File: src/rtl/clk_rst_sequencer_if.sv
// Signal bundle between the clock/reset sequencer and the surrounding clock tree and fabric.
// master: the sequencer itself; slave: the environment feeding lock/button/soft-reset inputs.
interface clk_rst_sequencer_if;
  logic       PLL_LOCK;
  logic       EXT_RESET_N;
  logic       SOFT_RESET_REQ;
  logic       FABRIC_RESET_N;
  logic       CORE_RESET_N;
  logic       INIT_DONE;
  logic       LOCK_TIMEOUT;
  logic [2:0] STATE;

  modport master (
    input  PLL_LOCK, EXT_RESET_N, SOFT_RESET_REQ,
    output FABRIC_RESET_N, CORE_RESET_N, INIT_DONE, LOCK_TIMEOUT, STATE
  );

  modport slave (
    output PLL_LOCK, EXT_RESET_N, SOFT_RESET_REQ,
    input  FABRIC_RESET_N, CORE_RESET_N, INIT_DONE, LOCK_TIMEOUT, STATE
  );
endinterface

File: src/rtl/clk_rst_sequencer.sv
// Reset/clock-qualification sequencer: waits for stable CCC lock, releases fabric then core reset.
// Optional macro CLK_RST_SEQ_DEBOUNCE_EN adds a low-time filter on the board reset button.
module clk_rst_sequencer #(
  parameter int unsigned LOCK_WAIT       = 16,
  parameter int unsigned SETTLE_CYCLES   = 32,
  parameter int unsigned HOLD_CYCLES     = 8,
  parameter int unsigned TIMEOUT_CYCLES  = 50000,
  parameter int unsigned DEBOUNCE_CYCLES = 1000
) (
  input  logic                  CLK,
  input  logic                  RESETN,
  clk_rst_sequencer_if.master   bus
);

  localparam int LOCK_W   = $clog2(LOCK_WAIT + 1);
  localparam int SETTLE_W = $clog2(SETTLE_CYCLES + 1);
  localparam int HOLD_W   = $clog2(HOLD_CYCLES + 1);
  localparam int TMO_W    = $clog2(TIMEOUT_CYCLES + 1);

  localparam logic [LOCK_W-1:0]   LOCK_MAX   = LOCK_W'(LOCK_WAIT);
  localparam logic [SETTLE_W-1:0] SETTLE_MAX = SETTLE_W'(SETTLE_CYCLES);
  localparam logic [HOLD_W-1:0]   HOLD_MAX   = HOLD_W'(HOLD_CYCLES);
  localparam logic [TMO_W-1:0]    TMO_MAX    = TMO_W'(TIMEOUT_CYCLES);

  if (LOCK_WAIT < 1 || SETTLE_CYCLES < 1 || HOLD_CYCLES < 1 ||
      TIMEOUT_CYCLES < 1 || DEBOUNCE_CYCLES < 1) begin : g_param_check
    $error("clk_rst_sequencer: all cycle-count parameters must be at least 1");
  end

  typedef enum logic [2:0] {
    ST_IDLE       = 3'd0,
    ST_WAIT_LOCK  = 3'd1,
    ST_REL_FABRIC = 3'd2,
    ST_REL_CORE   = 3'd3,
    ST_RUN        = 3'd4,
    ST_ASSERT     = 3'd5
  } state_t;

  state_t              state;
  logic                fabric_rst_n;
  logic                core_rst_n;
  logic                init_done;
  logic                lock_timeout;
  logic [LOCK_W-1:0]   lock_cnt;
  logic [SETTLE_W-1:0] settle_cnt;
  logic [HOLD_W-1:0]   hold_cnt;
  logic [TMO_W-1:0]    tmo_cnt;

  logic lock_p0, lock_p1;
  logic ext_p0, ext_p1;
  logic ext_evt;
  logic rst_evt;
  logic enter_assert;

  // Stage boundary: two-flop synchronizers for the asynchronous lock and button inputs
  always_ff @(posedge CLK or negedge RESETN) begin
    if (!RESETN) begin
      lock_p0 <= 1'b0;
      lock_p1 <= 1'b0;
      ext_p0  <= 1'b0;
      ext_p1  <= 1'b0;
    end else begin
      lock_p0 <= bus.PLL_LOCK;
      lock_p1 <= lock_p0;
      ext_p0  <= bus.EXT_RESET_N;
      ext_p1  <= ext_p0;
    end
  end

`ifdef CLK_RST_SEQ_DEBOUNCE_EN
  localparam int DEB_W = $clog2(DEBOUNCE_CYCLES + 1);
  localparam logic [DEB_W-1:0] DEB_MAX  = DEB_W'(DEBOUNCE_CYCLES);
  localparam logic [DEB_W-1:0] DEB_LAST = DEB_W'(DEBOUNCE_CYCLES - 1);

  logic [DEB_W-1:0] deb_cnt;
  logic             ext_low;

  // Button press counts only after a full run of low samples; release is immediate
  always_ff @(posedge CLK or negedge RESETN) begin
    if (!RESETN) begin
      deb_cnt <= '0;
      ext_low <= 1'b0;
    end else if (ext_p1) begin
      deb_cnt <= '0;
      ext_low <= 1'b0;
    end else begin
      if (deb_cnt != DEB_MAX) deb_cnt <= deb_cnt + DEB_W'(1);
      if (deb_cnt == DEB_LAST) ext_low <= 1'b1;
    end
  end

  assign ext_evt = ext_low;
`else
  assign ext_evt = ~ext_p1;
`endif

  assign rst_evt      = ~lock_p1 | ext_evt | (bus.SOFT_RESET_REQ & (state == ST_RUN));
  assign enter_assert = rst_evt & ((state == ST_REL_FABRIC) | (state == ST_REL_CORE) |
                                   (state == ST_RUN));

  // Stage boundary: sequencer state and registered reset outputs
  always_ff @(posedge CLK or negedge RESETN) begin
    if (!RESETN) begin
      state        <= ST_IDLE;
      fabric_rst_n <= 1'b0;
      core_rst_n   <= 1'b0;
      init_done    <= 1'b0;
      lock_timeout <= 1'b0;
      lock_cnt     <= '0;
      settle_cnt   <= '0;
      hold_cnt     <= '0;
      tmo_cnt      <= '0;
    end else if (enter_assert) begin
      state        <= ST_ASSERT;
      fabric_rst_n <= 1'b0;
      core_rst_n   <= 1'b0;
      init_done    <= 1'b0;
      hold_cnt     <= HOLD_MAX;
    end else begin
      case (state)
        ST_IDLE: begin
          fabric_rst_n <= 1'b0;
          core_rst_n   <= 1'b0;
          init_done    <= 1'b0;
          lock_cnt     <= '0;
          tmo_cnt      <= '0;
          state        <= ST_WAIT_LOCK;
        end
        ST_WAIT_LOCK: begin
          if (lock_p1 && !ext_evt) begin
            if (lock_cnt != LOCK_MAX) lock_cnt <= lock_cnt + LOCK_W'(1);
          end else begin
            lock_cnt <= '0;
          end
          // Timeout only flags; the wait for lock continues indefinitely
          if (tmo_cnt != TMO_MAX) tmo_cnt <= tmo_cnt + TMO_W'(1);
          else                    lock_timeout <= 1'b1;
          if (lock_cnt == LOCK_MAX) begin
            state        <= ST_REL_FABRIC;
            fabric_rst_n <= 1'b1;
            settle_cnt   <= '0;
          end
        end
        ST_REL_FABRIC: begin
          if (settle_cnt == SETTLE_MAX) begin
            state      <= ST_REL_CORE;
            core_rst_n <= 1'b1;
          end else begin
            settle_cnt <= settle_cnt + SETTLE_W'(1);
          end
        end
        ST_REL_CORE: begin
          state     <= ST_RUN;
          init_done <= 1'b1;
        end
        ST_RUN: begin
          init_done <= 1'b1;
        end
        ST_ASSERT: begin
          if (rst_evt) begin
            hold_cnt <= HOLD_MAX;
          end else if (hold_cnt == '0) begin
            state    <= ST_WAIT_LOCK;
            lock_cnt <= '0;
            tmo_cnt  <= '0;
          end else begin
            hold_cnt <= hold_cnt - HOLD_W'(1);
          end
        end
        default: begin
          state        <= ST_IDLE;
          fabric_rst_n <= 1'b0;
          core_rst_n   <= 1'b0;
          init_done    <= 1'b0;
        end
      endcase
    end
  end

  assign bus.FABRIC_RESET_N = fabric_rst_n;
  assign bus.CORE_RESET_N   = core_rst_n;
  assign bus.INIT_DONE      = init_done;
  assign bus.LOCK_TIMEOUT   = lock_timeout;
  assign bus.STATE          = state;

endmodule

File: src/flat_wrapper.sv
// flat-port wrapper written by rule: the top's interface ports become plain ports
module clk_rst_sequencer_flat 
#(
  parameter int unsigned LOCK_WAIT       = 16,
  parameter int unsigned SETTLE_CYCLES   = 32,
  parameter int unsigned HOLD_CYCLES     = 8,
  parameter int unsigned TIMEOUT_CYCLES  = 50000,
  parameter int unsigned DEBOUNCE_CYCLES = 1000
)
  (CLK, RESETN, bus_PLL_LOCK, bus_EXT_RESET_N, bus_SOFT_RESET_REQ, bus_FABRIC_RESET_N, bus_CORE_RESET_N, bus_INIT_DONE, bus_LOCK_TIMEOUT, bus_STATE);
  clk_rst_sequencer_if bus_i ();
  input  logic CLK;
  input  logic RESETN;
  input wire logic [$bits(bus_i.PLL_LOCK)-1:0] bus_PLL_LOCK;
  input wire logic [$bits(bus_i.EXT_RESET_N)-1:0] bus_EXT_RESET_N;
  input wire logic [$bits(bus_i.SOFT_RESET_REQ)-1:0] bus_SOFT_RESET_REQ;
  output wire logic [$bits(bus_i.FABRIC_RESET_N)-1:0] bus_FABRIC_RESET_N;
  output wire logic [$bits(bus_i.CORE_RESET_N)-1:0] bus_CORE_RESET_N;
  output wire logic [$bits(bus_i.INIT_DONE)-1:0] bus_INIT_DONE;
  output wire logic [$bits(bus_i.LOCK_TIMEOUT)-1:0] bus_LOCK_TIMEOUT;
  output wire logic [$bits(bus_i.STATE)-1:0] bus_STATE;
  assign bus_i.PLL_LOCK = bus_PLL_LOCK;
  assign bus_i.EXT_RESET_N = bus_EXT_RESET_N;
  assign bus_i.SOFT_RESET_REQ = bus_SOFT_RESET_REQ;
  assign bus_FABRIC_RESET_N = bus_i.FABRIC_RESET_N;
  assign bus_CORE_RESET_N = bus_i.CORE_RESET_N;
  assign bus_INIT_DONE = bus_i.INIT_DONE;
  assign bus_LOCK_TIMEOUT = bus_i.LOCK_TIMEOUT;
  assign bus_STATE = bus_i.STATE;
  clk_rst_sequencer #(.LOCK_WAIT(LOCK_WAIT), .SETTLE_CYCLES(SETTLE_CYCLES), .HOLD_CYCLES(HOLD_CYCLES), .TIMEOUT_CYCLES(TIMEOUT_CYCLES), .DEBOUNCE_CYCLES(DEBOUNCE_CYCLES)) u_core (.CLK(CLK), .RESETN(RESETN), .bus(bus_i));
endmodule
File: config.mk
export PLATFORM = sky130hd
export DESIGN_NAME = clk_rst_sequencer_flat
export DESIGN_NICKNAME = d
export VERILOG_FILES = /design/src/rtl/clk_rst_sequencer_if.sv /design/src/rtl/clk_rst_sequencer.sv /design/src/flat_wrapper.sv
export SDC_FILE = /design/constraint.sdc
export NUM_CORES = 1
export LEC_CHECK = 0
export ABC_AREA = 1
export BUFFER_PORTS_ARGS = -buffer_cell sky130_fd_sc_hd__buf_2
export CORE_UTILIZATION = 55
export DETAILED_ROUTE_END_ITERATION = 8
export PLACE_DENSITY = 0.75
export SLEW_MARGIN = 40
export SYNTH_ARGS = -nofsm -noshare
export SYNTH_HDL_FRONTEND = slang
export SYNTH_SLANG_ARGS = --single-unit
File: constraint.sdc
create_clock -name CLK -period 1.4 [get_ports CLK]
set_clock_uncertainty 0.1 [all_clocks]
set_input_delay 0.35 -clock CLK [delete_from_list [all_inputs] [get_ports CLK]]
set_output_delay 0.35 -clock CLK [all_outputs]
set_load 0.03 [all_outputs]
==> flow_summary.yaml, run 1 <==
yosys:
  synth_top_area_share_pct: 40.1
  syn_avg_cell_area_um2: 7.20
  synth_area_leaders: "dfrtp_1 (40%), nand2_1 (17%), nor2_1 (7.0%)"
  synth_most_common_cell: "nand2_1"
  synthFlopType: "dfrtp_1"
  ys_types: 26
  ys_ff_latch: 42
  async_flop_share_pct: 100
  syn_inst: 364
  ys_warn_count: 0
  ys_seq_area_share_pct: 40.1
  synthesis.area_mm2: 0.00262
  synth_edf_count: 0
  synth_area_leader_cell: "dfrtp_1"
  synth_fp_nets: 377
  yosys-top-cells-count: "nand2_1 (122), nor2_1 (49), dfrtp_1 (42)"
setup_path:
  arrival_ns: 2.16
  worst-path-buf-inv: 0
  cp-endpoint: "u_core.tmo_cnt[1]$_DFFE_PN0P_"
  crit_top_cell: "nand2_1"
  slowest_stage: "dfrtp_1"
  cp_top_family: "simple AND/OR/NAND/NOR gates"
  crit_path_start_kind: "flip-flop"
  crit_chain: "nor2_1 > nand2_1 > nor2_1 > nand3_1 > nand2_4 > nor2_4 > nand2_1 > nand2_1"
  end_kind: "flip-flop"
  crit_path_max_fanout: 5
  reg2reg_slack_ns: -0.66
  r2r-end: "u_core.tmo_cnt[1]$_DFFE_PN0P_"
  r2r_cells: 8
  crit_path_max_incr_delay_ns: 0.46
  crit_path_start: "u_core.tmo_cnt[11]$_DFFE_PN0P_"
  crit_required_ns: 1.51
  r2r_start: "u_core.tmo_cnt[11]$_DFFE_PN0P_"
  crit_cells: 8
  criticalPathCategory: "flip-flop to flip-flop"
power_and_ir_drop:
  vdd_ir_drop_max_mv: 0.549
  power_uw: 2300
  p_leak_uw: 0.00212
  p_per_area_mw_per_mm2: 552
sta:
  slew_viol_final: 0
  max_freq_ghz: 0.486
  rsz0062_at_grt: "true"
  relSlewSlack_pct: 68.5
  period_share_pct: 147
  setup-violations-final: 41
  period_minus_slack_ns: 2.06
  tightest_slew_ns: 0.470
  setup_slack_ns: -0.657
  hold_viol: 0
global_route:
  grt_max_degree: 43
  first_global_vias: 3148
  grt_usage_pct: 39.6
  overflow: 0
  grt_first_pass_wirelength_mm: 15.1
  antenna_found_initial: 0
detailed_routing:
  wire_per_inst_um: 24.7
  routed-via-count: 3649
  dr_wl_met3_mm: 1.99
  route.met2.wl_mm: 5.49
  drt-total-wl_mm: 13.0
  ant_nets: 0
  drc: 10
  routed_via_density: 6.91
  drt-initial-drc-count: 654
  dr.max_layer_used: "met4"
  drt_first_pass_iters: 9
  met1Wirelength_mm: 4.02
die:
  dieArea_mm2: 0.00505
  rows: 24
  start_util_pct: 58.6
  die_x_um: 71.1
  core_area_mm2: 0.00447
  fp.dieH_um: 71.1
  num_io_pins: 12
place:
  gp_congestion: 0.892
  postPlaceCellArea_mm2: 0.00322
  hpwl_mm: 4.59
  numPortBuffers: 11
  dp.cells: 480
clocking:
  cts_root_buf: "clkbuf_8"
  h-tree-depth: 2
  clock_path_buffers: 2
  insertion_delay_ns: 0.31
  cts_sinks: 42
  clk_pin_slew_ns: 0.09
  numCtsBuffers: 5
  cts_tree: "done"
final_layout:
  fill_cells: 139
  synthToLayoutAreaGrowth_pct: 58.7
  final_cell_area_mm2: 0.00416
  diodes: 0
  num-nets-final: 489
  drive_gt1_share_pct: 47.7
  stdcell_count: 528
status:
  outcome: "finished with violations"
  violations: "DRC, setup timing"
min_path:
  hp-class: "input pin to flip-flop"
flow_run:
  cap_violations: 0
[cell usage in the layout (no fill, tap or decap), types with 3 or more instances in the layout]
cell	synthesis	final
a21oi_2	0	3
buf_12	0	3
buf_2	2	8
buf_4	0	69
buf_6	3	25
clkbuf_8	0	5
dfrtp_1	42	38
dfrtp_2	0	4
ha_1	8	6
inv_1	33	22
inv_2	4	11
inv_4	0	3
nand2_1	122	92
nand2_2	7	22
nand2_4	3	15
nand2_8	0	5
nand3_1	28	16
nand3_2	1	11
nand4_1	8	8
nor2_1	49	38
nor2_2	4	4
nor2_4	3	15
o21ai_0	19	5
o21ai_1	0	7
o21ai_2	3	6
o21ai_4	0	4
xnor2_1	3	3
xor2_1	8	8
[metrics by stage]
| step | setup TNS (ns) | utilization, % | hold slack, ns | setup WS, ns |
|---|---|---|---|---|
| 2_1_floorplan | -3.63 | - | -0.0456 | -0.150 |
| 3_3_place_gp | -4.31 | 71.9 | 0.233 | -0.185 |
| 3_5_place_dp | -5.43 | 71.9 | 0.235 | -0.239 |
| 4_1_cts | -5.74 | 84.8 | 0.0484 | -0.207 |
| 5_1_grt | -18.07 | 93.0 | 0.0466 | -0.704 |
| 6_report | -16.28 | 93.0 | 0.0425 | -0.657 |
[cell families after synthesis]
logic type | share of synthesized area (%)
fa+ha+maj | 3.82
simple gates | 38.9
buf+inv | 6.97
compound gates | 6.58
xor+xnor | 3.67
flops | 40.1
[layer usage]
layer	track usage [%]	up-vias
met5	0	-
met4	27.8	0
met3	7.41	188
met2	67.3	470
met1	45.0	1620
li1	-	1371
[report_power, final]
group          switching, uW  leakage, uW  internal, uW
logic                    129      0.00154          71.4
clock network            492    0.0000373           344
registers               23.6     0.000541          1240
total                    644      0.00212          1650
[how the worst min path moves through the flow]
stage,startpoint,to,slack (ns),depth (start not counted)
floorplan,RESETN,u_core.bus.CORE_RESET_N$_DFFE_PN0P_,-0.05,0
global placement,u_core.ext_p0$_DFF_PN0_,u_core.ext_p1$_DFF_PN0_,0.23,0
detailed placement,u_core.lock_p0$_DFF_PN0_,u_core.lock_p1$_DFF_PN0_,0.23,0
CTS,bus_PLL_LOCK,u_core.lock_p0$_DFF_PN0_,0.05,1
global route,bus_EXT_RESET_N,u_core.ext_p0$_DFF_PN0_,0.05,1
finish,bus_PLL_LOCK,u_core.lock_p0$_DFF_PN0_,0.04,1
[sequential cells by signal, summed over array words and instances (netlist names), 3 cells and up]
signal	cells
u_core.bus.STATE	3
u_core.settle_cnt	6
u_core.hold_cnt	4
u_core.tmo_cnt	16
u_core.lock_cnt	5
[worst reg2reg max path: stages (launching register included)]
cell and delay, ns:
dfrtp_1 0.46, nor2_1 0.42, nand2_1 0.16, nor2_1 0.23, nand3_1 0.17, nand2_4 0.14
nor2_4 0.06, nand2_1 0.13, nand2_1 0.09
[final cells by class]
class / instances / area, um2 / area share (%)
clock inverter: 1 / 7.51 / 0.180
inverter: 37 / 151 / 3.64
tap: 52 / 65.1 / 1.56
multi-input combinational: 283 / 1890 / 45.3
sequential: 42 / 1060 / 25.4
clock buffer: 6 / 72.6 / 1.74
timing repair buffer: 107 / 925 / 22.2
[repair_timing]
item / in CTS / in global routing
hold buffers: 1 / 0
cloned: 3 / 0
setup endpoints to repair: 41 / 41
gates resized for setup: 93 / 70
hold endpoints to repair: 42 / 0
buffers inserted: 21 / 17
pin swaps: 35 / 35
Note: power is estimated with default switching activity, not from simulation.
==> run 2: changes to the inputs <==
Settings changed: TNS_END_PERCENT set to 10.
==> run 2 against run 1 <==
  * The flow still finishes with violations (DRC, setup timing)
  * First-iteration DRC count decreased by 70%
  * Combinational power decreased by 28%
  * Routed wire length is 49% lower
  * Design area down 16%
  * Hold slack better by 0.0066 ns
  * Setup slack improved by 0.43 ns
  * Cell count fell by 6.8%
  * Sequential power is essentially flat
  * Clock power rose by 41%
  * Critical path depth rose by 1
  * Sequential share of layout area rose by 4.7 points
==> flow_summary.yaml, run 2 (same netlist as run 1, synthesis figures left out) <==
place:
  gp_congestion: 0.882
  dp.cells: 474
  pre_cts_ws_ns: -0.202
  numPortBuffers: 11
  hpwl_mm: 4.38
  postPlaceCellArea_mm2: 0.00316
final_layout:
  largest_register_ff_count: 16
  final_common_cell: "nand2_1"
  final_cell_area_mm2: 0.00351
  top_register: "u_core.tmo_cnt"
  diodes: 0
  num-nets-final: 452
  layout_common_cells: "nand2_1 (111), buf_4 (55), nor2_1 (44)"
  synthToLayoutAreaGrowth_pct: 33.9
  stdcell_count: 492
  drive_gt1_share_pct: 32.7
  reg_top3: "u_core.tmo_cnt: 16 flops, u_core.settle_cnt: 6 flops, u_core.lock_cnt: 5 flops"
min_path:
  hp-class: "input pin to flip-flop"
setup_path:
  crit_path_start_kind: "flip-flop"
  crit_path_max_fanout: 6
  arrival_ns: 1.73
  criticalPathCategory: "flip-flop to flip-flop"
  r2r-end: "u_core.lock_cnt[1]$_DFFE_PN0P_"
  reg2reg_slack_ns: -0.23
  r2r_cells: 9
  end_kind: "flip-flop"
  crit_required_ns: 1.50
  r2r_start: "u_core.bus.STATE[0]$_DFFE_PN0P_"
  cp-endpoint: "u_core.lock_cnt[1]$_DFFE_PN0P_"
  crit_path_start: "u_core.bus.STATE[0]$_DFFE_PN0P_"
die:
  num_io_pins: 12
  rows: 24
  dieArea_mm2: 0.00505
  die_x_um: 71.1
  fp.dieH_um: 71.1
  core_area_mm2: 0.00447
  start_util_pct: 58.6
detailed_routing:
  routed-via-count: 2593
  drt-total-wl_mm: 6.60
  ant_nets: 0
  wire_per_inst_um: 13.4
  drc: 1
  routed_via_density: 5.27
  drt-initial-drc-count: 193
  drt_first_pass_iters: 6
sta:
  tightest_slew_ns: 0.286
  slew_viol_final: 0
  rsz0062_at_grt: "true"
  setup_slack_ns: -0.232
  max_freq_ghz: 0.613
  period_minus_slack_ns: 1.63
  setup-violations-final: 39
  hold_viol: 0
  period_share_pct: 117
  relSlewSlack_pct: 80.9
  finalSetupTns_ns: -5.34
global_route:
  first_global_vias: 2590
  grt_max_degree: 43
  grt_first_pass_wirelength_mm: 11.6
  overflow: 0
  antenna_found_initial: 0
  grt_usage_pct: 29.4
clocking:
  cts_sinks: 42
  cts_root_buf: "clkbuf_8"
  clk_pin_slew_ns: 0.09
  clock_path_buffers: 2
  numCtsBuffers: 5
  cts_tree: "done"
  h-tree-depth: 2
  insertion_delay_ns: 0.31
flow_run:
  cap_violations: 0
power_and_ir_drop:
  p_per_area_mw_per_mm2: 732
  power_uw: 2570
  p_leak_uw: 0.00181
  vdd_ir_drop_max_mv: 0.521
status:
  outcome: "finished with violations"
  violations: "DRC, setup timing"
[run 2: changes by cell type in the layout (fill, tap and decap cells not counted), sizes merged]
cell      previous run  this run
clkinvlp             1         0
inv                 36        37
nand2              134       133
buf                106        70
clkbuf               6         5
bufinv               0         2
[run 2: power breakdown]
group	switching [uW]	internal, uW
Sequential	14.6	1240
Combinational	93.3	51.2
Clock	462	715
Total	570	2000
[run 2: area by class of cell]
cell class / instances / area (um2)
Fill cell: 307 / 962
Sequential cell: 42 / 1060
Clock buffer: 5 / 68.8
Multi-Input combinational cell: 282 / 1560
Timing Repair Buffer: 71 / 548
Clock inverter: 3 / 68.8
Inverter: 37 / 141
Tap cell: 52 / 65.1
[run 2: worst max-delay path, stage by stage (launching register included)]
cell and delay (ns):
dfrtp_2 0.48, nor2_4 0.17, nand3_4 0.11, nand2_4 0.11
nand2_4 0.08, nand2_2 0.09, nand2_4 0.11, buf_4 0.16
nand3_1 0.06, nand2_1 0.06
[run 2: worst min path at each step]
stage,cells past startpoint,slack [ns],endpoint,startpoint
floorplan,0,-0.05,u_core.bus.CORE_RESET_N$_DFFE_PN0P_,RESETN
global placement,0,0.23,u_core.lock_p1$_DFF_PN0_,u_core.lock_p0$_DFF_PN0_
detailed placement,2,0.24,u_core.settle_cnt[2]$_DFFE_PN0P_,RESETN
CTS,1,0.05,u_core.lock_p0$_DFF_PN0_,bus_PLL_LOCK
global route,1,0.04,u_core.lock_p0$_DFF_PN0_,bus_PLL_LOCK
finish,1,0.05,u_core.lock_p0$_DFF_PN0_,bus_PLL_LOCK
[run 2: layer usage]
layer | vias up | track usage [%] | share of wire (%)
li1 | 1295 | - | -
met3 | 17 | 3.70 | 5.1
met1 | 1211 | 37.0 | 42
met5 | - | 0 | 0
met2 | 70 | 52.1 | 50
met4 | 0 | 10.7 | 2.1
[run 2: per-stage QoR]
stage	hold WS, ns	util (%)
after floorplan	-0.0456	-
after global placement	0.231	70.6
after detailed placement	0.242	70.6
after CTS	0.0479	77.1
after global routing	0.0367	78.5
final	0.0491	78.5
[run 2: what timing repair did]
action / in CTS / in global routing
gates resized for setup: 22 / 26
hold buffers: 1 / 0
setup buffers: 7 / 0
gates cloned: 2 / 0
pin swaps: 9 / 9
endpoints found under the setup margin: 41 / 40
endpoints found under the hold margin: 42 / 0
